File: config.mk
export PLATFORM = sky130hd
export DESIGN_NAME = tx_lane_ctrl
export DESIGN_NICKNAME = d
export VERILOG_FILES = /design/src/rtl/tx_ctrl_pkg.sv /design/src/rtl/cyc_timer.sv /design/src/rtl/tx_lane_ctrl.sv
export SDC_FILE = /design/constraint.sdc
export NUM_CORES = 1
export LEC_CHECK = 0
export ABC_CLOCK_PERIOD_IN_PS = 3710
export CORE_ASPECT_RATIO = 1.2
export CORE_MARGIN = 2
export CORE_UTILIZATION = 46
export DETAILED_ROUTE_END_ITERATION = 10
export GPL_ROUTABILITY_DRIVEN = 0
export PLACE_DENSITY = 0.84
export SKIP_CTS_REPAIR_TIMING = 1
export SLEW_MARGIN = 20
export SYNTH_ARGS = -nofsm -noshare
export SYNTH_HDL_FRONTEND = slang
export SYNTH_HIERARCHICAL = 1
export SYNTH_SLANG_ARGS = --single-unit
export TNS_END_PERCENT = 1
File: constraint.sdc
create_clock -name clk -period 3.71 [get_ports clk]
set_clock_uncertainty 0.05 [all_clocks]
set_input_delay 0.371 -clock clk [delete_from_list [all_inputs] [get_ports clk]]
set_output_delay 0.371 -clock clk [all_outputs]
set_load 0.05 [all_outputs]
File: src/rtl/tx_ctrl_pkg.sv
`default_nettype none
// ============================================================================
// tx_ctrl_pkg : state encoding, training pattern and code reset values
// Rev 1.0
// ============================================================================
package tx_ctrl_pkg;

    typedef logic [2:0] lane_state_t;

    localparam lane_state_t ST_OFF     = 3'd0;
    localparam lane_state_t ST_SETTLE  = 3'd1;
    localparam lane_state_t ST_TRAIN   = 3'd2;
    localparam lane_state_t ST_ACTIVE  = 3'd3;
    localparam lane_state_t ST_QUIESCE = 3'd4;

    localparam int DEF_SER_W = 4;
    localparam int DEF_DL_W  = 4;
    localparam int DEF_DRV_W = 4;

    localparam int MAX_CODE_W = 64;

    localparam logic [MAX_CODE_W-1:0] DL_RST_VAL  = '0;
    localparam logic [MAX_CODE_W-1:0] PU_RST_VAL  = '0;
    localparam logic [MAX_CODE_W-1:0] PDB_RST_VAL = '1;

    // Alternating pattern with bit 0 low, so the serializer emits 0,1,0,1...
    function automatic logic [MAX_CODE_W-1:0] train_pattern(input int w);
        logic [MAX_CODE_W-1:0] p;
        p = '0;
        for (int i = 0; i < MAX_CODE_W; i++) begin
            if (i < w) p[i] = (i % 2) == 1;
        end
        return p;
    endfunction

endpackage
`default_nettype wire

File: src/rtl/cyc_timer.sv
`default_nettype none
// ============================================================================
// cyc_timer : loadable down-counter that holds at 1; done while at 1
// Rev 1.0
// ============================================================================
module cyc_timer #(
  parameter int CNT_W = 5
) (
  input  logic             clk_i,
  input  logic             rstb_i,
  input  logic             load_i,
  input  logic [CNT_W-1:0] load_val_i,
  output logic             done_o
);

  logic [CNT_W-1:0] cnt_q;
  logic [CNT_W-1:0] cnt_d;

  always_comb begin
    cnt_d = cnt_q;
    if (load_i) begin
      cnt_d = load_val_i;
    end else if (cnt_q > CNT_W'(1)) begin
      cnt_d = cnt_q - CNT_W'(1);
    end
  end

  always_ff @(posedge clk_i or negedge rstb_i) begin
    if (!rstb_i) begin
      cnt_q <= '0;
    end else begin
      cnt_q <= cnt_d;
    end
  end

  assign done_o = (cnt_q == CNT_W'(1));

endmodule
`default_nettype wire

File: src/rtl/tx_lane_ctrl.sv
`default_nettype none
// ============================================================================
// tx_lane_ctrl : per-lane TX bring-up / retune sequencer and word feeder
// Rev 1.0
// ============================================================================
module tx_lane_ctrl
  import tx_ctrl_pkg::*;
#(
  parameter int SER_W      = DEF_SER_W,
  parameter int DL_W       = DEF_DL_W,
  parameter int DRV_W      = DEF_DRV_W,
  parameter int SETTLE_CYC = 8,
  parameter int TRAIN_CYC  = 16
) (
  input  logic             clk,
  input  logic             rstb,
  input  logic             en,
  input  logic             cfg_valid,
  output logic             cfg_ready,
  input  logic [DL_W-1:0]  cfg_dl,
  input  logic [DRV_W-1:0] cfg_pu,
  input  logic [DRV_W-1:0] cfg_pdb,
  input  logic             train_req,
  input  logic             tx_valid,
  output logic             tx_ready,
  input  logic [SER_W-1:0] tx_data,
  output logic [SER_W-1:0] din,
  output logic [DL_W-1:0]  dl_ctrl,
  output logic [DRV_W-1:0] pu_ctl,
  output logic [DRV_W-1:0] pd_ctlb,
  output logic             driver_en,
  output logic             driver_enb,
  output logic [2:0]       state,
  output logic             link_up
);

  localparam int C_MAX_CYC = (SETTLE_CYC > TRAIN_CYC) ? SETTLE_CYC : TRAIN_CYC;
  localparam int C_CNT_W   = $clog2(C_MAX_CYC + 1);

  localparam logic [C_CNT_W-1:0] c_settle_ld = C_CNT_W'(SETTLE_CYC);
  localparam logic [C_CNT_W-1:0] c_train_ld  = C_CNT_W'(TRAIN_CYC);
  localparam logic [SER_W-1:0]   c_train_pat = SER_W'(train_pattern(SER_W));
  localparam logic [DL_W-1:0]    c_dl_rst    = DL_W'(DL_RST_VAL);
  localparam logic [DRV_W-1:0]   c_pu_rst    = DRV_W'(PU_RST_VAL);
  localparam logic [DRV_W-1:0]   c_pdb_rst   = DRV_W'(PDB_RST_VAL);

  lane_state_t      state_q,  state_d;
  logic [SER_W-1:0] din_q,    din_d;
  logic [DL_W-1:0]  dl_q,     dl_d;
  logic [DRV_W-1:0] pu_q,     pu_d;
  logic [DRV_W-1:0] pdb_q,    pdb_d;
  logic [DL_W-1:0]  sh_dl_q,  sh_dl_d;
  logic [DRV_W-1:0] sh_pu_q,  sh_pu_d;
  logic [DRV_W-1:0] sh_pdb_q, sh_pdb_d;
  logic             drv_en_q, drv_en_d;

  logic               w_cfg_hs;
  logic               w_tx_hs;
  logic               w_tmr_load;
  logic [C_CNT_W-1:0] w_tmr_val;
  logic               w_tmr_done;

  assign tx_ready  = (state_q == ST_ACTIVE) && en;
  assign cfg_ready = (state_q == ST_OFF) || ((state_q == ST_ACTIVE) && en);
  assign w_cfg_hs  = cfg_valid && cfg_ready;
  assign w_tx_hs   = tx_valid && tx_ready;

  cyc_timer #(
    .CNT_W (C_CNT_W)
  ) u_timer (
    .clk_i      (clk),
    .rstb_i     (rstb),
    .load_i     (w_tmr_load),
    .load_val_i (w_tmr_val),
    .done_o     (w_tmr_done)
  );

  always_comb begin
    state_d    = state_q;
    dl_d       = dl_q;
    pu_d       = pu_q;
    pdb_d      = pdb_q;
    sh_dl_d    = sh_dl_q;
    sh_pu_d    = sh_pu_q;
    sh_pdb_d   = sh_pdb_q;
    w_tmr_load = 1'b0;
    w_tmr_val  = c_settle_ld;

    // Codes may change directly only while the driver is off.
    if (w_cfg_hs && (state_q == ST_OFF)) begin
      dl_d  = cfg_dl;
      pu_d  = cfg_pu;
      pdb_d = cfg_pdb;
    end

    if (!en) begin
      state_d = ST_OFF;
    end else begin
      case (state_q)
        ST_OFF: begin
          state_d    = ST_SETTLE;
          w_tmr_load = 1'b1;
          w_tmr_val  = c_settle_ld;
        end
        ST_SETTLE: begin
          if (w_tmr_done) begin
            state_d    = ST_TRAIN;
            w_tmr_load = 1'b1;
            w_tmr_val  = c_train_ld;
          end
        end
        ST_TRAIN: begin
          if (w_tmr_done) state_d = ST_ACTIVE;
        end
        ST_ACTIVE: begin
          if (w_cfg_hs) begin
            sh_dl_d    = cfg_dl;
            sh_pu_d    = cfg_pu;
            sh_pdb_d   = cfg_pdb;
            state_d    = ST_QUIESCE;
            w_tmr_load = 1'b1;
            w_tmr_val  = c_settle_ld;
          end else if (train_req) begin
            state_d    = ST_TRAIN;
            w_tmr_load = 1'b1;
            w_tmr_val  = c_train_ld;
          end
        end
        ST_QUIESCE: begin
          if (w_tmr_done) begin
            // New codes land on the same edge the driver switches off.
            dl_d       = sh_dl_q;
            pu_d       = sh_pu_q;
            pdb_d      = sh_pdb_q;
            state_d    = ST_SETTLE;
            w_tmr_load = 1'b1;
            w_tmr_val  = c_settle_ld;
          end
        end
        default: state_d = ST_OFF;
      endcase
    end
  end

  always_comb begin
    din_d    = '0;
    drv_en_d = 1'b0;
    case (state_d)
      ST_TRAIN: begin
        din_d    = c_train_pat;
        drv_en_d = 1'b1;
      end
      ST_ACTIVE: begin
        if (w_tx_hs) din_d = tx_data;
        drv_en_d = 1'b1;
      end
      ST_QUIESCE: drv_en_d = 1'b1;
      default: begin
        din_d    = '0;
        drv_en_d = 1'b0;
      end
    endcase
  end

  always_ff @(posedge clk or negedge rstb) begin
    if (!rstb) begin
      state_q  <= ST_OFF;
      din_q    <= '0;
      dl_q     <= c_dl_rst;
      pu_q     <= c_pu_rst;
      pdb_q    <= c_pdb_rst;
      sh_dl_q  <= c_dl_rst;
      sh_pu_q  <= c_pu_rst;
      sh_pdb_q <= c_pdb_rst;
      drv_en_q <= 1'b0;
    end else begin
      state_q  <= state_d;
      din_q    <= din_d;
      dl_q     <= dl_d;
      pu_q     <= pu_d;
      pdb_q    <= pdb_d;
      sh_dl_q  <= sh_dl_d;
      sh_pu_q  <= sh_pu_d;
      sh_pdb_q <= sh_pdb_d;
      drv_en_q <= drv_en_d;
    end
  end

  assign din        = din_q;
  assign dl_ctrl    = dl_q;
  assign pu_ctl     = pu_q;
  assign pd_ctlb    = pdb_q;
  assign driver_en  = drv_en_q;
  assign driver_enb = ~drv_en_q;
  assign state      = state_q;
  assign link_up    = (state_q == ST_ACTIVE);

endmodule
`default_nettype wire

After elaboration in Yosys (flattened, before gate mapping)
Index checks and enable logic that the tools add are counted.

storage, ports and cells
  flip-flop bits (word level) = 37
  output and inout bits = 24
  word-level logic and storage cells = 65
  bits of input ports = 22

cells by class
  $lt $le $gt $ge = 1
  bitwise operators = 1
  $add $sub $neg = 1
  muxes and demuxes = 34
  reduce and logical (&&, ||, !) cells = 10
  equal/unequal tests = 8

operators by type and width
  kind                                                count
  2-to-1 mux 4 bit                                    13
  2-to-1 mux 5 bit                                    6
  2-to-1 mux 3 bit                                    6
  case mux 3 bit (5 select lines)                     1
  == test 3 x 2 -> 1 bit, second input constant       4
  case mux 5 bit (2 select lines)                     1
  case mux 4 bit (2 select lines)                     1
  == test 3 bit, second input constant                2
  == test 5 x 1 -> 1 bit, second input constant       1
  > comparator 5 x 1 -> 1 bit, second input constant  1
  2-to-1 mux 1 bit                                    5
  subtractor 5 x 1 -> 5 bit, second input constant    1
  logical AND 1 bit                                   4
  == test 3 x 1 -> 1 bit, second input constant       1
  zero test 3 bit                                     1
  case mux 1 bit (3 select lines)                     1
  AND reduction 3 bit                                 1
  OR reduction 3 bit                                  1
  nonzero test 2 bit                                  1
  OR reduction 2 bit                                  1
  logical OR 1 bit                                    1
  inverter 1 bit                                      1

Logic depth before layout (Yosys ltp)
  depth after elaboration = 10
  gate-level depth with buffers = 11
  depth with buffers taken out = 10

Hierarchy
Netlist, hierarchy kept.

by module, submodules not included
  module        cells each  sequential area each (um2)  area each (um2)  times used
  tx_lane_ctrl  132         810.8                       1572.8           1
  cyc_timer     35          125.1                       334.1            1

Worst setup path before layout
OpenSTA, ideal clock, no wires.

  path type = reg-to-reg
  start = reg state_q[0], in the netlist state[0]
  end = reg u_timer.cnt_q[1]
  buffers on the path = 2
  data arrival time = 2508 ps
  setup slack = 1031 ps
  stages on the path, launching flop included = 9
  data required time = 3539 ps
  period minus slack after synthesis = 2679 ps
  library setup time = 121 ps
  cells stage by stage = dfrtp_1 buf_6 nand2_4 nor2_1 o21ai_0 a21boi_0 clkbuf_1 a31oi_1 a22o_1

between the ends
  longest elaborated chain between the ends = 8
  elaborated cells on any way between the ends = 16
  those cells by class = eq/ne: 3; mux: 7; reduce/logical: 6

ends and longest elaborated chain
  element                                                        RTL line             source
  start: declaration                                             tx_lane_ctrl.sv:47   lane_state_t state_q, state_d;
  start signal: assignment                                       tx_lane_ctrl.sv:177  state_q <= state_d;
  == test 3 x 2 -> 1 bit *                                       -
  named net link_up                                              tx_lane_ctrl.sv:34   output logic link_up
  logical AND 1 bit                                              tx_lane_ctrl.sv:64   assign cfg_ready = (state_q == ST_OFF) || ((state_q == ST_ACTIVE) && en);
  logical OR 1 bit                                               tx_lane_ctrl.sv:64
  logical AND 1 bit                                              tx_lane_ctrl.sv:65   assign w_cfg_hs = cfg_valid && cfg_ready;
  2-to-1 mux 1 bit                                               tx_lane_ctrl.sv:116  if (w_cfg_hs) begin
  case mux 1 bit (3 select lines) *                              tx_lane_ctrl.sv:99   case (state_q)
  2-to-1 mux 1 bit *                                             tx_lane_ctrl.sv:96   if (!en) begin
  named net w_tmr_load                                           tx_lane_ctrl.sv:59   logic w_tmr_load;
  2-to-1 mux 5 bit / nonzero test 2 bit (equally long branches)  -
  end signal: assignment                                         cyc_timer.sv:32      cnt_q <= cnt_d;
  end: declaration                                               cyc_timer.sv:16      logic [CNT_W-1:0] cnt_q;

The timed path passes the listed nets; every way through them passes the cells marked *.
A chain may end at the register's enable or synchronous reset.

Final worst setup path
  start = in en
  end = out tx_ready

between the ends
  longest elaborated chain between the ends = 1

ends and longest elaborated chain
  element             RTL line            source
  start: declaration  tx_lane_ctrl.sv:17  input logic en,
  logical AND 1 bit   tx_lane_ctrl.sv:63  assign tx_ready = (state_q == ST_ACTIVE) && en;
  end: declaration    tx_lane_ctrl.sv:25  output logic tx_ready,

No other way between the ends.

==> summary.txt <==
Cells and area
  • Layout fillers: 334
  • Multi-input logic area: about 880 sq um
  • ANT cells: 0
  • Reg area: 935.9 sq um
  • Area delta synth->final: 31.10%
  • Final nets: approximately 240
  • Layout cells sized above 1: 18.98%

Worst setup path
  • WP data required: roughly 3.3 ns
  • Critical path type: in -> out
  • Reg2reg start: u_timer/cnt_q[2]
  • Flop-to-flop setup slack: roughly 1.2 ns
  • Critical path launch point type: primary input
  • Worst r2r path cells: 10
  • Crit-path max FO: 8
  • RR Endpoint: u_timer/cnt_q[0]
  • Crit end category: output pin
  • Arrival time at the worst endpoint: about 2.2 ns

Min path
  • Hold EP: pd_ctlb[1]
  • Hold Path Class: reg -> reg
  • Critical hold path startpoint: sh_pdb_q[1]
  • WHS Path Cells: 2

Floorplan
  • Die Y-Extent: roughly 75 um
  • FP Rows: 25
  • Die width: around 63 um
  • Std-Cell Core Area: 3973 sq um
  • Starting Density: about half
  • Die footprint: about 4700 sq um
  • # IOs: 46

Power
  • Leakage: 1.088 nW
  • PD cells: about 670 nW/um^2
  • Peak VDD IR: ~0.27 mV

Clock network
  • CTS Root Cell: clkbuf_8
  • Clk buf depth: 2
  • Clock-pin slew on the worst setup and hold paths: approximately 0.070 ns
  • CTS sink cnt: 37
  • H-tree depth: 2
  • CTS buffer count: 5
  • CTS tree: yes
  • Clock Latency Late Sink: about 0.28 ns

Yosys
  • Yosys reg bits: 37
  • Yosys cell types: 48
  • EDFF count, synth: 0
  • Synthesized area: about 1900 sq um
  • Area contributors post-synth: dfrtp_1 (38%), dfstp_2 (11%), mux2_4 (7.9%), mux2i_1 (6.8%), nand2_1 (3.1%)
  • Synth Warn #: 6
  • Post-synth top area share: around two fifths
  • Post-Synthesis Cells: 167
  • Async set-reset flop share out of synthesis: 100.0%
  • Seq/Total Area, Yosys: 49.08%
  • Leading area contributor after synthesis: dfrtp_1
  • Post-Syn Area per Cell: around 11 sq um
  • Ys flop type: dfrtp_1

STA
  • Worst rel slew slack: around half
  • Final setup fails: 0
  • Setup TNS Final: 0 ns
  • Fin crit share: a little under three quarters
  • Worst-margin pin slew: approximately 0.77 ns
  • Hold Vio Cnt, Final: 0
  • Max Slew Vio Count: 0
  • Unrepaired setup endpoints after global routing: no
  • Min Hold Slack: between 0.4 and 0.5 ns
  • Max frequency: between 300 and 400 MHz
  • Final min period: about 2.6 ns

Global route
  • Largest net degree at the start of global routing: 38
  • Remaining Overflow, GRT: 0
  • Global-route usage over all layers: 16.88%
  • First-pass GRT wire length: between 6000 and 7000 um
  • Vias in the first global route: 1311
  • Initial antenna violation count: 0

Route
  • First-pass DRT Iterations: 4
  • DR vias: around 1400
  • Final wirelength: approximately 3700 um
  • Drt initial violations: a little over 80
  • Vias/cell: between 5 and 6
  • DRC Markers: 0
  • Routed Antenna Nets: 0
  • Wire per inst: around 14 um

Placement
  • Final HPWL DP: about 2500 um
  • I/O Buffers: 45

Job
  • Max_cap viols: 0

Outcome
  • Status: finished, final reports clean
[final cells by class]
type	instances	share of cell area [%]
timing repair buffer	48	18.92
multi-input combinational	116	35.24
sequential	37	37.44
inverter	7	1.051
tap	54	2.703
clock buffer	7	3.453
clock inverter	1	1.201
[cell families (layout without fill, tap and decap cells)]
family                     after synthesis  in the layout  share of synthesized area (%)
and+or+nand+nor                         48             48                          15.29
AOI/OAI and AO/OA                       35             35                          11.55
other                                    1              3                         0.1967
adders and majority gates                3              3                          1.837
DFF                                     37             37                          49.08
buffers and inverters                   16             63                          5.118
xor gates and xnor gates                 1              1                         0.4594
muxes                                   26             26                          16.47
[power breakdown]
group          internal, mW  switching (mW)  total, mW
Clock                 0.219           0.130      0.349
Combinational         0.304           0.372      0.676
Sequential            0.548          0.0995      0.648
Total                  1.07           0.602       1.67
[metal layers]
layer | vias to the layer above | share of wire [%] | GRT usage, %
met5 | - | 0 | 0
met4 | 0 | 0.27 | 5.185
met3 | 2 | 4.6 | 4.387
met2 | 39 | 49 | 27.84
met1 | 658 | 46 | 22.19
li1 | 674 | - | -
[cell usage after synthesis, types with 2 or more instances]
| library cell | number |
|---|---|
| ha_1 | 2 |
| dfstp_2 | 8 |
| nor4b_1 | 2 |
| o41ai_1 | 2 |
| and3_1 | 2 |
| o21ai_0 | 6 |
| nand3_1 | 3 |
| nor2b_1 | 2 |
| o21ai_1 | 10 |
| a21oi_1 | 6 |
| nor2_1 | 5 |
| nand2b_1 | 3 |
| buf_6 | 4 |
| nand2_1 | 16 |
| dfrtp_1 | 29 |
| and2b_1 | 2 |
| a31oi_1 | 2 |
| mux2i_1 | 13 |
| mux2_2 | 3 |
| buf_2 | 3 |
| mux2_4 | 10 |
| inv_1 | 7 |
| or2_2 | 2 |
[how the worst max path moves through the flow]
stage               startpoint  slack (ns)               end
floorplan             state[0]        1.03  u_timer/cnt_q[1]
global placement            en        1.09          tx_ready
detailed placement          en        1.08          tx_ready
CTS                         en        1.08          tx_ready
global route                en         1.0          tx_ready
finish                      en        1.07          tx_ready
[metrics by stage]
| stage | setup WS [ns] | power, mW | instances | util (%) | instance area (sq um) |
|---|---|---|---|---|---|
| 5_1_grt | 0.9966 | 1.772 | 270 | 62.93 | 2500 |
| 3_3_place_gp | 1.094 | 1.312 | 262 | 60.00 | 2384 |
| 6_report | 1.073 | 1.673 | 270 | 62.93 | 2500 |
| 2_1_floorplan | 1.031 | 1.129 | 169 | - | 1914 |
| 4_1_cts | 1.076 | 1.689 | 270 | 62.93 | 2500 |
| 3_5_place_dp | 1.081 | 1.325 | 262 | 60.00 | 2384 |
[cell usage in the layout (no fill, tap or decap), drive strengths merged, types with 3 or more instances in the layout]
cell,n
nor2,5
dfstp,8
inv,7
clkbuf,7
nand3,3
a21oi,6
nand2b,3
buf,3
nor4b,3
mux2,13
nand2,18
mux2i,13
dfrtp,29
o21ai,16
clkdlybuf4s50,45
conb,3
[flip-flops by register name, summed over array words and instances, names as in the netlist]
signal         count
din                4
dl_ctrl            4
driver_en          1
pd_ctlb            4
pu_ctl             4
sh_dl_q            4
sh_pdb_q           4
sh_pu_q            4
state              3
u_timer/cnt_q      5
[worst max-delay path, cell delays in order]
cell	delay [ns]
clkdlybuf4s50_1	0.62
and2b_1	0.22
and2b_1	0.19
clkdlybuf4s50_1	0.82
Power figures use the tool's default switching activity.
